$ cat src/rtl/pwm_multi.sv
// -----------------------------------------------------------------------------
// pwm_multi
//   N-channel PWM generator. All channels share one prescaler and one period
//   counter. Each channel has its own duty, phase offset and polarity. The
//   run-time settings are double-buffered. They are copied into shadow
//   registers only at a period boundary, so a period in progress never sees a
//   half-updated configuration.
//
// Ports
//   clk          system clock
//   resetb       asynchronous active-low reset
//   enable       1 = run; 0 = counters held at 0 and outputs at inactive level
//   prescale     clk divide minus 1 per counter step (0 = step every clk)
//   period       counter top value; a period lasts period+1 steps
//   duty         per-channel high steps, channel k at [k*CNT_W +: CNT_W]
//   phase        per-channel phase offset, same packing as duty
//   polarity     per-channel output inversion
//   update_req   1-clk pulse requesting a shadow load
//   update_ack   1-clk pulse: shadow registers were loaded
//   period_tick  1-clk pulse the clk after the counter wraps to 0
//   pwm_out      registered PWM outputs
//
// Update handshake
//   update_req is a single-clk pulse with no ready/back-pressure. It is
//   remembered in 'pending' until a load happens. Further requests while
//   pending are absorbed. When enabled, the load happens on the next counter
//   wrap. A request in the same clk as the wrap is consumed by that wrap. When
//   disabled, the load happens on the clk after the request. update_ack pulses
//   for exactly one clk, in the clk after the load. The inputs are sampled at
//   load time, not at request time.
// -----------------------------------------------------------------------------
module pwm_multi #(
   parameter int N_CH    = 4,
   parameter int CNT_W   = 8,
   parameter int PRESC_W = 8
) (
   input  logic                    clk,
   input  logic                    resetb,
   input  logic                    enable,
   input  logic [PRESC_W-1:0]      prescale,
   input  logic [CNT_W-1:0]        period,
   input  logic [N_CH*CNT_W-1:0]   duty,
   input  logic [N_CH*CNT_W-1:0]   phase,
   input  logic [N_CH-1:0]         polarity,
   input  logic                    update_req,
   output logic                    update_ack,
   output logic                    period_tick,
   output logic [N_CH-1:0]         pwm_out
);

   // Timebase state
   logic [PRESC_W-1:0]    presc_cnt;
   logic [CNT_W-1:0]      cnt;
   logic                  pending;

   // Shadow (active) configuration
   logic [CNT_W-1:0]      period_sh;
   logic [N_CH*CNT_W-1:0] duty_sh;
   logic [N_CH*CNT_W-1:0] phase_sh;
   logic [N_CH-1:0]       polarity_sh;

   logic                  step;
   logic                  wrap;
   logic                  load;
   logic [N_CH-1:0]       raw;

   // The prescale input is used live. If it drops below presc_cnt, the
   // compare misses and presc_cnt runs on through its natural 2^PRESC_W wrap
   // before it can match again.
   always_comb begin
      step = 1'b0;
      wrap = 1'b0;
      load = 1'b0;
      step = enable && (presc_cnt == prescale);
      wrap = step && (cnt == period_sh);
      if (enable) begin
         load = wrap && (pending || update_req);
      end else begin
         load = pending;
      end
   end

   // Per-channel compare. The phase-shifted position is formed one bit wider
   // than the counter. This lets cnt + phase exceed period_sh without
   // overflow before it is folded back into 0..period_sh. A phase outside
   // the period is ignored.
   for (genvar k = 0; k < N_CH; k++) begin : g_ch
      logic [CNT_W-1:0] duty_k;
      logic [CNT_W-1:0] phase_k;
      logic [CNT_W-1:0] phase_eff;
      logic [CNT_W:0]   sum_k;
      logic [CNT_W:0]   top_k;
      logic [CNT_W:0]   local_k;

      assign duty_k    = duty_sh[k*CNT_W +: CNT_W];
      assign phase_k   = phase_sh[k*CNT_W +: CNT_W];
      assign phase_eff = (phase_k > period_sh) ? '0 : phase_k;
      assign sum_k     = {1'b0, cnt} + {1'b0, phase_eff};
      assign top_k     = {1'b0, period_sh};
      assign local_k   = (sum_k > top_k) ? (sum_k - (top_k + {{CNT_W{1'b0}}, 1'b1}))
                                         : sum_k;
      // duty 0 is never satisfied. duty > period_sh is always satisfied.
      assign raw[k]    = (local_k < {1'b0, duty_k});
   end

   // Prescaler and period counter
   always_ff @(posedge clk or negedge resetb) begin
      if (!resetb) begin
         presc_cnt <= '0;
         cnt       <= '0;
      end else if (!enable) begin
         presc_cnt <= '0;
         cnt       <= '0;
      end else if (step) begin
         presc_cnt <= '0;
         cnt       <= wrap ? '0 : cnt + 1'b1;
      end else begin
         presc_cnt <= presc_cnt + 1'b1;
      end
   end

   // Pending request, shadow load and the strobe outputs
   always_ff @(posedge clk or negedge resetb) begin
      if (!resetb) begin
         pending     <= 1'b0;
         period_sh   <= '0;
         duty_sh     <= '0;
         phase_sh    <= '0;
         polarity_sh <= '0;
         update_ack  <= 1'b0;
         period_tick <= 1'b0;
      end else begin
         pending     <= load ? 1'b0 : (pending | update_req);
         update_ack  <= load;
         period_tick <= wrap;
         if (load) begin
            period_sh   <= period;
            duty_sh     <= duty;
            phase_sh    <= phase;
            polarity_sh <= polarity;
         end
      end
   end

   // Outputs are registered from the current cnt and the current shadows, so
   // they lag cnt by one clk. When disabled they sit at the inactive level.
   always_ff @(posedge clk or negedge resetb) begin
      if (!resetb) begin
         pwm_out <= '0;
      end else if (!enable) begin
         pwm_out <= polarity_sh;
      end else begin
         pwm_out <= raw ^ polarity_sh;
      end
   end

endmodule

$ cat config.mk
export PLATFORM = sky130hd
export DESIGN_NAME = pwm_multi
export DESIGN_NICKNAME = d
export VERILOG_FILES = /design/src/rtl/pwm_multi.sv
export SDC_FILE = /design/constraint.sdc
export NUM_CORES = 1
export LEC_CHECK = 0
export ABC_AREA = 1
export CELL_PAD_IN_SITES_DETAIL_PLACEMENT = 1
export CELL_PAD_IN_SITES_GLOBAL_PLACEMENT = 1
export CORE_MARGIN = 4
export CORE_UTILIZATION = 46
export DETAILED_ROUTE_END_ITERATION = 16
export PLACE_DENSITY = 0.85
export SLEW_MARGIN = 5
export SYNTH_ARGS = -nofsm -noshare
export SYNTH_HDL_FRONTEND = slang
export SYNTH_SLANG_ARGS = --single-unit
$ cat constraint.sdc
create_clock -name clk -period 8.1 [get_ports clk]
set_input_delay 2.025 -clock clk [delete_from_list [all_inputs] [get_ports clk]]
set_output_delay 2.025 -clock clk [all_outputs]
set_load 0.1 [all_outputs]
==> summary.md, run 1 <==
| Metric | Value |
|---|---|
| CP top delay family | `adder cells` |
| Num CTS Buffers | `9` |
| Util after Layout | `a little over half` |
| Die area | `0.0227 mm2` |
| Worst hold path type | `register to register` |
| Most used cell, CP | `nand2_1` |
| Unique masters post-synth | `36` |
| DRC viols | `0` |
| YS warnings | `0` |
| Routed WL per cell | `between 15 and 20 um` |
| FF-to-FF Start | `period_sh[1]` |
| Overall power | `roughly 3.2 mW` |
| PD cells | `between 200 and 300 mW/mm2` |
| Hpwl dp | `23.0 mm` |
| Clock Sink Count | `99` |
| Clock buffer depth | `2` |
| Area leader, netlist | `dfrtp_1` |
| CTS tree | `done` |
| Syn Std Cell Area | `0.00938 mm2` |
| Placed Cells incl. Taps | `~1600` |
| Fmax | `163 MHz` |
| Hold Buf Count CTS | `0` |
| Critical path required time | `8.36 ns` |
| Worst-Skew Late Latency | `~0.37 ns` |
| Post-detailed-route count of antenna-violating nets | `0` |
| Sequential area share after synthesis | `26.4%` |
| Post-CTS setup buffers | `0` |
| P&R area growth vs syn | `15.2%` |
| Via count | `8659` |
| Startpoint Class | `register` |
| Setup TNS | `0 ns` |
| Cell area after layout | `roughly 0.011 mm2` |
| Setup Crit Path Kind | `register to register` |
| Final hold vios | `0` |
| First-pass GRT wire length | `around 46 mm` |
| Maximum fanout along the worst path | `11` |
| Worst path slowest cell | `o21ai_0` |
| Area of the multi-input gates | `roughly 0.0060 mm2` |
| Worst-Margin Slew | `just under 1 ns` |
| Max Clock Skew | `0.0141 ns` |
| Async SR Flop Fraction | `100%` |
| H-Tree Depth | `3` |
| Gate Count Post-Synth | `about 1300` |
| Mean Syn Cell Area | `7.35 um2` |
| Min Tclk post-route | `6.14 ns` |
| Max incr delay on CP | `roughly 0.42 ns` |
| Layout cells sized above 1 | `under 10%` |
| CTS root buf | `clkbuf_16` |
| FILL cells | `2522` |
| Count of final setup violators | `0` |
| Initial antenna violation count | `0` |
| Non-Filler Instances | `between 1500 and 2000` |
| Slew Limit Fails | `0` |
| Congestion Overflow GR | `0` |
| Yosys top cell area share | `about a quarter` |
| Status | `finished, final reports clean` |
| Total Nets Final | `between 1500 and 2000` |
| Die width | `roughly 150 um` |
| Slew margin rel. | `between 30% and 40%` |
| Hold Startpoint | `presc_cnt[0]` |
| Peak VDD IR | `around 0.12 mV` |
| Reg area | `about 0.0025 mm2` |
| Synth area leaders | `dfrtp_1, ha_1, nand2_1` |
| Leak | `between 5 and 6 nW` |
| Drt first-iter violations | `408` |
| Die Span Y | `roughly 150 um` |
| Worst path arrival time | `between 6 and 7 ns` |
| Gr usage total | `approximately a quarter` |
| Critical Path Start | `period_sh[1]` |
| Ys flop type | `dfrtp_1` |
| Post-Syn Nets | `around 1500` |
| ANT cells | `0` |
| Post-synth top cells | `nand2_1, inv_1, ha_1` |
| EDFF count, synth | `0` |
| Pre-antenna DRT Iters | `5` |
| RSZ-0062 raised after global routing | `no` |
| Max cap viols | `0` |
| Final worst-path cycle share | `between 70% and 80%` |
| Core Footprint | `a little under 0.02 mm2` |
| CTS clock-pin slew for the worst setup and hold paths | `roughly 0.08 ns` |
| FP Rows | `between 50 and 60` |
| Vias in the first global route | `approximately 9000` |
| Post-CTS Resized | `0` |
| DP Area | `0.0105 mm2` |
| I/O pins | `94` |
| RD Place Congestion | `between 0.8 and 0.9` |
| WP buf/inv | `5` |
| Synthesized flop and latch total | `a little under 100` |
| Most frequent cell after synthesis | `nand2_1` |
| Largest net degree at the start of global routing | `85` |
| Drt total wl | `between 20 and 30 mm` |
| Vias/cell | `about 5.3` |
| Critical Path Sink Type | `register` |
| IO buf count | `93` |
| Starting density of the core | `47.4%` |
[placed cells by master, fill, tap and decap left out, types with 10 or more instances in the layout]
master / Yosys / routed
a21oi_1: 89 / 89
clkdlybuf4s50_1: 0 / 92
dfrtp_1: 99 / 99
ha_1: 159 / 159
inv_1: 206 / 206
nand2_1: 300 / 300
nand3_1: 58 / 58
nand4_1: 10 / 10
nor2_1: 80 / 80
nor3_1: 10 / 10
o21ai_0: 87 / 87
o21ai_1: 38 / 38
xnor2_1: 31 / 31
xor2_1: 35 / 35
[per-layer routing]
layer,vias up,GRT usage (%),part of all wire (%)
li1,4347,-,-
met1,4107,34.2,45
met2,166,44.5,48
met3,39,2.66,3.8
met4,0,8.48,2.5
met5,-,0,0
[layout make-up]
type / count / share of cell area [%]
clock buffers: 9 / 2.08
inverters: 207 / 7.19
flip-flops and latches: 99 / 22.9
repair buffers: 95 / 8.84
well taps: 265 / 3.07
multi-input cells: 952 / 55.3
clock inverters: 7 / 0.602
[kinds of logic after synthesis]
logic type	count (synthesis)	share of synthesized area (%)
compound gates	247	14.0
xor+xnor	66	6.16
fa+ha+maj	167	22.9
buf+inv	225	9.85
flops	99	26.4
simple gates	472	20.7
[flip-flops by register name (all words and copies together), names as in the netlist, 4 cells and up]
| signal | count |
|---|---|
| presc_cnt | 8 |
| cnt | 8 |
| phase_sh | 32 |
| pwm_out | 4 |
| polarity_sh | 4 |
| duty_sh | 32 |
| period_sh | 8 |
[power breakdown]
group / switching, mW / internal [mW] / total (mW)
clock: 0.227 / 0.218 / 0.445
sequential: 0.0577 / 0.585 / 0.643
combinational: 1.35 / 0.793 / 2.14
[stage by stage]
step / hold WS, ns / setup WS [ns]
floorplan: 0.432 / 3.25
global placement: 0.453 / 2.22
detailed placement: 0.453 / 2.01
CTS: 0.470 / 1.98
global route: 0.487 / 1.11
finish: 0.464 / 1.96
[worst paths after layout]
check                          endpoint  cells after the start  slack (ns)
max in group asynchronous   duty_sh[11]                      2        5.29
max                          pwm_out[0]                     36        1.96
min reg2reg                presc_cnt[0]                      1        0.46
min in group asynchronous  presc_cnt[7]                      1        1.63
max reg2reg                  pwm_out[0]                     36        1.96
min                        presc_cnt[0]                      1        0.46
Note: power is estimated with default switching activity, not from simulation.
==> run 2: changes to the inputs <==
CORE_UTILIZATION = 43   (was 46)
PLACE_DENSITY = 0.8   (was 0.85)
clock period = 6.3 ns   (was 8.1 ns; I/O delays follow)
==> run 2 against run 1 <==
Effect of this change:
- critical path depth did not move
- critical path type unchanged
- largest power group unchanged
- worst hold slack improved by 0.016 ns
- clock power rose by 34%
- final cell count rose by 1.6%
- total power rose by 31%
- maximum frequency rose by 6.8%
- non-clock buffer count rose by 16
- sequential power rose by 28%
==> summary.md, run 2 (synthesis results as in run 1) <==
| Metric | Value |
|---|---|
| CP top delay family | `simple AND/OR/NAND/NOR gates` |
| Worst-Skew Late Latency | `0.38 ns (about the same)` |
| Startpoint Class | `register` |
| Max cap viols | `0 (unchanged)` |
| Most common cell after layout, fill and taps aside | `nand2_1` |
| DRC viols | `0 (unchanged)` |
| Max Clock Skew | `0.0165 ns (+0.00241 ns)` |
| Slew margin rel. | `35.1% (+1.6 points)` |
| Most used cell, CP | `nand2_1` |
| I/O pins | `94 (unchanged)` |
| RD Place Congestion | `0.877 (-2.0%)` |
| Layout cells sized above 1 | `4.26% (+2.4 points)` |
| Area of the multi-input gates | `0.00606 mm2 (+1.3%)` |
| Starting density of the core | `44.2% (-3.2 points)` |
| Status | `finished, final reports clean` |
| Vias in the first global route | `9157 (+0.16%)` |
| WP buf/inv | `6 (+1)` |
| Count of final setup violators | `0 (unchanged)` |
| Vias/cell | `5.24 (-1.2%)` |
| DP Area | `0.0106 mm2 (+0.40%)` |
| Cell area after layout | `0.0111 mm2 (+2.3%)` |
| Hold WS | `0.481 ns (+0.0165 ns)` |
| Overall power | `4.21 mW (+31%)` |
| Fmax | `174 MHz (+6.8%)` |
| Final worst-path cycle share | `91.2% (+15 points)` |
| H-Tree Depth | `3 (unchanged)` |
| Die width | `156 um (+3.2%)` |
| FP Rows | `53 (+3.9%)` |
| Leak | `5.75 nW (+1.9%)` |
| Num CTS Buffers | `9 (unchanged)` |
| Regs by FF count | `duty_sh (32), phase_sh (32)` |
| Final hold vios | `0 (unchanged)` |
| Pre-antenna DRT Iters | `5 (unchanged)` |
| Initial antenna violation count | `1 (+1)` |
| Min Tclk post-route | `5.75 ns (-0.392 ns)` |
| Die area | `0.0242 mm2 (+6.6%)` |
| CTS tree | `done` |
| Routed WL per cell | `17.0 um (-1.6%)` |
| Drt first-iter violations | `371 (-9.1%)` |
| Worst path arrival time | `6.01 ns (-0.39 ns)` |
| First-pass GRT wire length | `46.3 mm (-0.18%)` |
| Worst path slowest cell | `xnor2_1` |
| IO buf count | `93 (unchanged)` |
| Core Footprint | `0.0212 mm2 (+7.3%)` |
| Hold Buf Count CTS | `0 (unchanged)` |
| Critical Path Sink Type | `register` |
| ANT cells | `0 (unchanged)` |
| Slew Limit Fails | `0 (unchanged)` |
| Clock buffer depth | `2 (unchanged)` |
| Setup Crit Path Kind | `register to register` |
| PD cells | `381 mW/mm2 (+28%)` |
| Max incr delay on CP | `0.54 ns (+0.12 ns)` |
| Reg area | `0.00248 mm2 (unchanged)` |
| Critical path required time | `6.56 ns (-1.80 ns)` |
| Gr usage total | `23.6% (-2.3 points)` |
| Post-detailed-route count of antenna-violating nets | `0 (unchanged)` |
| FILL cells | `2726 (+8.1%)` |
| CTS clock-pin slew for the worst setup and hold paths | `0.08 ns (about the same)` |
| Peak VDD IR | `0.148 mV (+21%)` |
| Worst-Margin Slew | `0.970 ns (-0.0237 ns)` |
| Drt total wl | `28.2 mm (about the same)` |
| CTS root buf | `clkbuf_16` |
| Congestion Overflow GR | `0 (unchanged)` |
| Maximum fanout along the worst path | `9 (-2)` |
| Commonest cells after routing, fill and taps aside | `nand2_1, inv_1, ha_1` |
| Largest net degree at the start of global routing | `67 (-21%)` |
| P&R area growth vs syn | `17.9%` |
| Die Span Y | `156 um (+3.2%)` |
| Clock Sink Count | `99 (unchanged)` |
| Hpwl dp | `22.3 mm (-3.2%)` |
| Total Nets Final | `1635 (+0.99%)` |
| Worst hold path type | `register to register` |
| Via count | `8692 (+0.38%)` |
-- run 2: cell types whose count changed in the layout (fill, tap and decap cells not counted), moves of 3 or more --
cell / previous run / this run
buf_4: 2 / 18
xor2_1: 35 / 29
xor2_2: 0 / 6
clkinv_8: 0 / 4
inv_1: 206 / 202
clkinvlp_4: 1 / 4
xnor2_1: 31 / 28
xnor2_2: 0 / 3
-- run 2: metal layers --
layer | up-vias | GRT usage [%] | share of wire [%]
met2 | 150 | 40.0 | 47
met4 | 0 | 6.21 | 1.8
met3 | 38 | 3.00 | 3.7
met5 | - | 0 | 0
li1 | 4361 | - | -
met1 | 4143 | 31.9 | 47
-- run 2: per-stage QoR --
step / TNS, ns / cells / setup slack [ns] / utilization (%)
4_1_cts: 0 / 1648 / 0.161 / 51.3
2_1_floorplan: 0 / 1276 / 1.45 / -
3_3_place_gp: 0 / 1632 / 0.517 / 49.8
6_report: 0 / 1660 / 0.552 / 52.2
3_5_place_dp: 0 / 1632 / 0.342 / 49.8
5_1_grt: -0.0228 / 1660 / -0.0228 / 52.2
-- run 2: area by class of cell --
cell class | count | share of cell area (%)
well taps | 275 | 3.11
flip-flops and latches | 99 | 22.4
inverters | 207 | 7.16
repair buffers | 111 | 9.72
multi-input cells | 952 | 54.8
clock inverters | 7 | 0.825
clock buffers | 9 | 2.04
-- run 2: timing repair --
item / CTS / global route
gates resized for setup: 0 / 20
setup endpoints to repair: 0 / 3
endpoints found under the hold margin: 0 / 0
setup buffers: 0 / 12
-- run 2: final timing paths --
check / to / cells past startpoint / slack [ns] / start
min in group asynchronous: duty_sh[19] / 1 / 1.19 / resetb
worst min-delay path: presc_cnt[0] / 1 / 0.48 / presc_cnt[0]
worst max register to register: pwm_out[1] / 36 / 0.55 / period_sh[7]
worst max-delay path: pwm_out[1] / 36 / 0.55 / period_sh[7]
worst min register to register: presc_cnt[0] / 1 / 0.48 / presc_cnt[0]
max in group asynchronous: phase_sh[6] / 2 / 3.93 / resetb
-- run 2: power breakdown --
group,internal (mW),switching (mW)
Clock,0.287,0.310
Combinational,1.06,1.74
Sequential,0.753,0.0724
Total,2.10,2.12
-- run 2: worst reg2reg max path, delay by kind of cell, from the launching register on --
kind | cells | cell delay [ns]
adder cells (fa/ha/maj) | 5 | 1.55
AO/OA/AOI/OAI | 4 | 0.60
AND/OR/NAND/NOR | 20 | 1.62
flip-flops | 1 | 0.46
XOR/XNOR | 1 | 0.54
buffers and inverters | 6 | 0.88
==> run 3: changes to the inputs <==
GPL_ROUTABILITY_DRIVEN = 0   (was not set)
HOLD_SLACK_MARGIN = 0.03   (was not set)
==> results of run 3 <==
Final layout, timing and power as in run 2 (identical DEF).
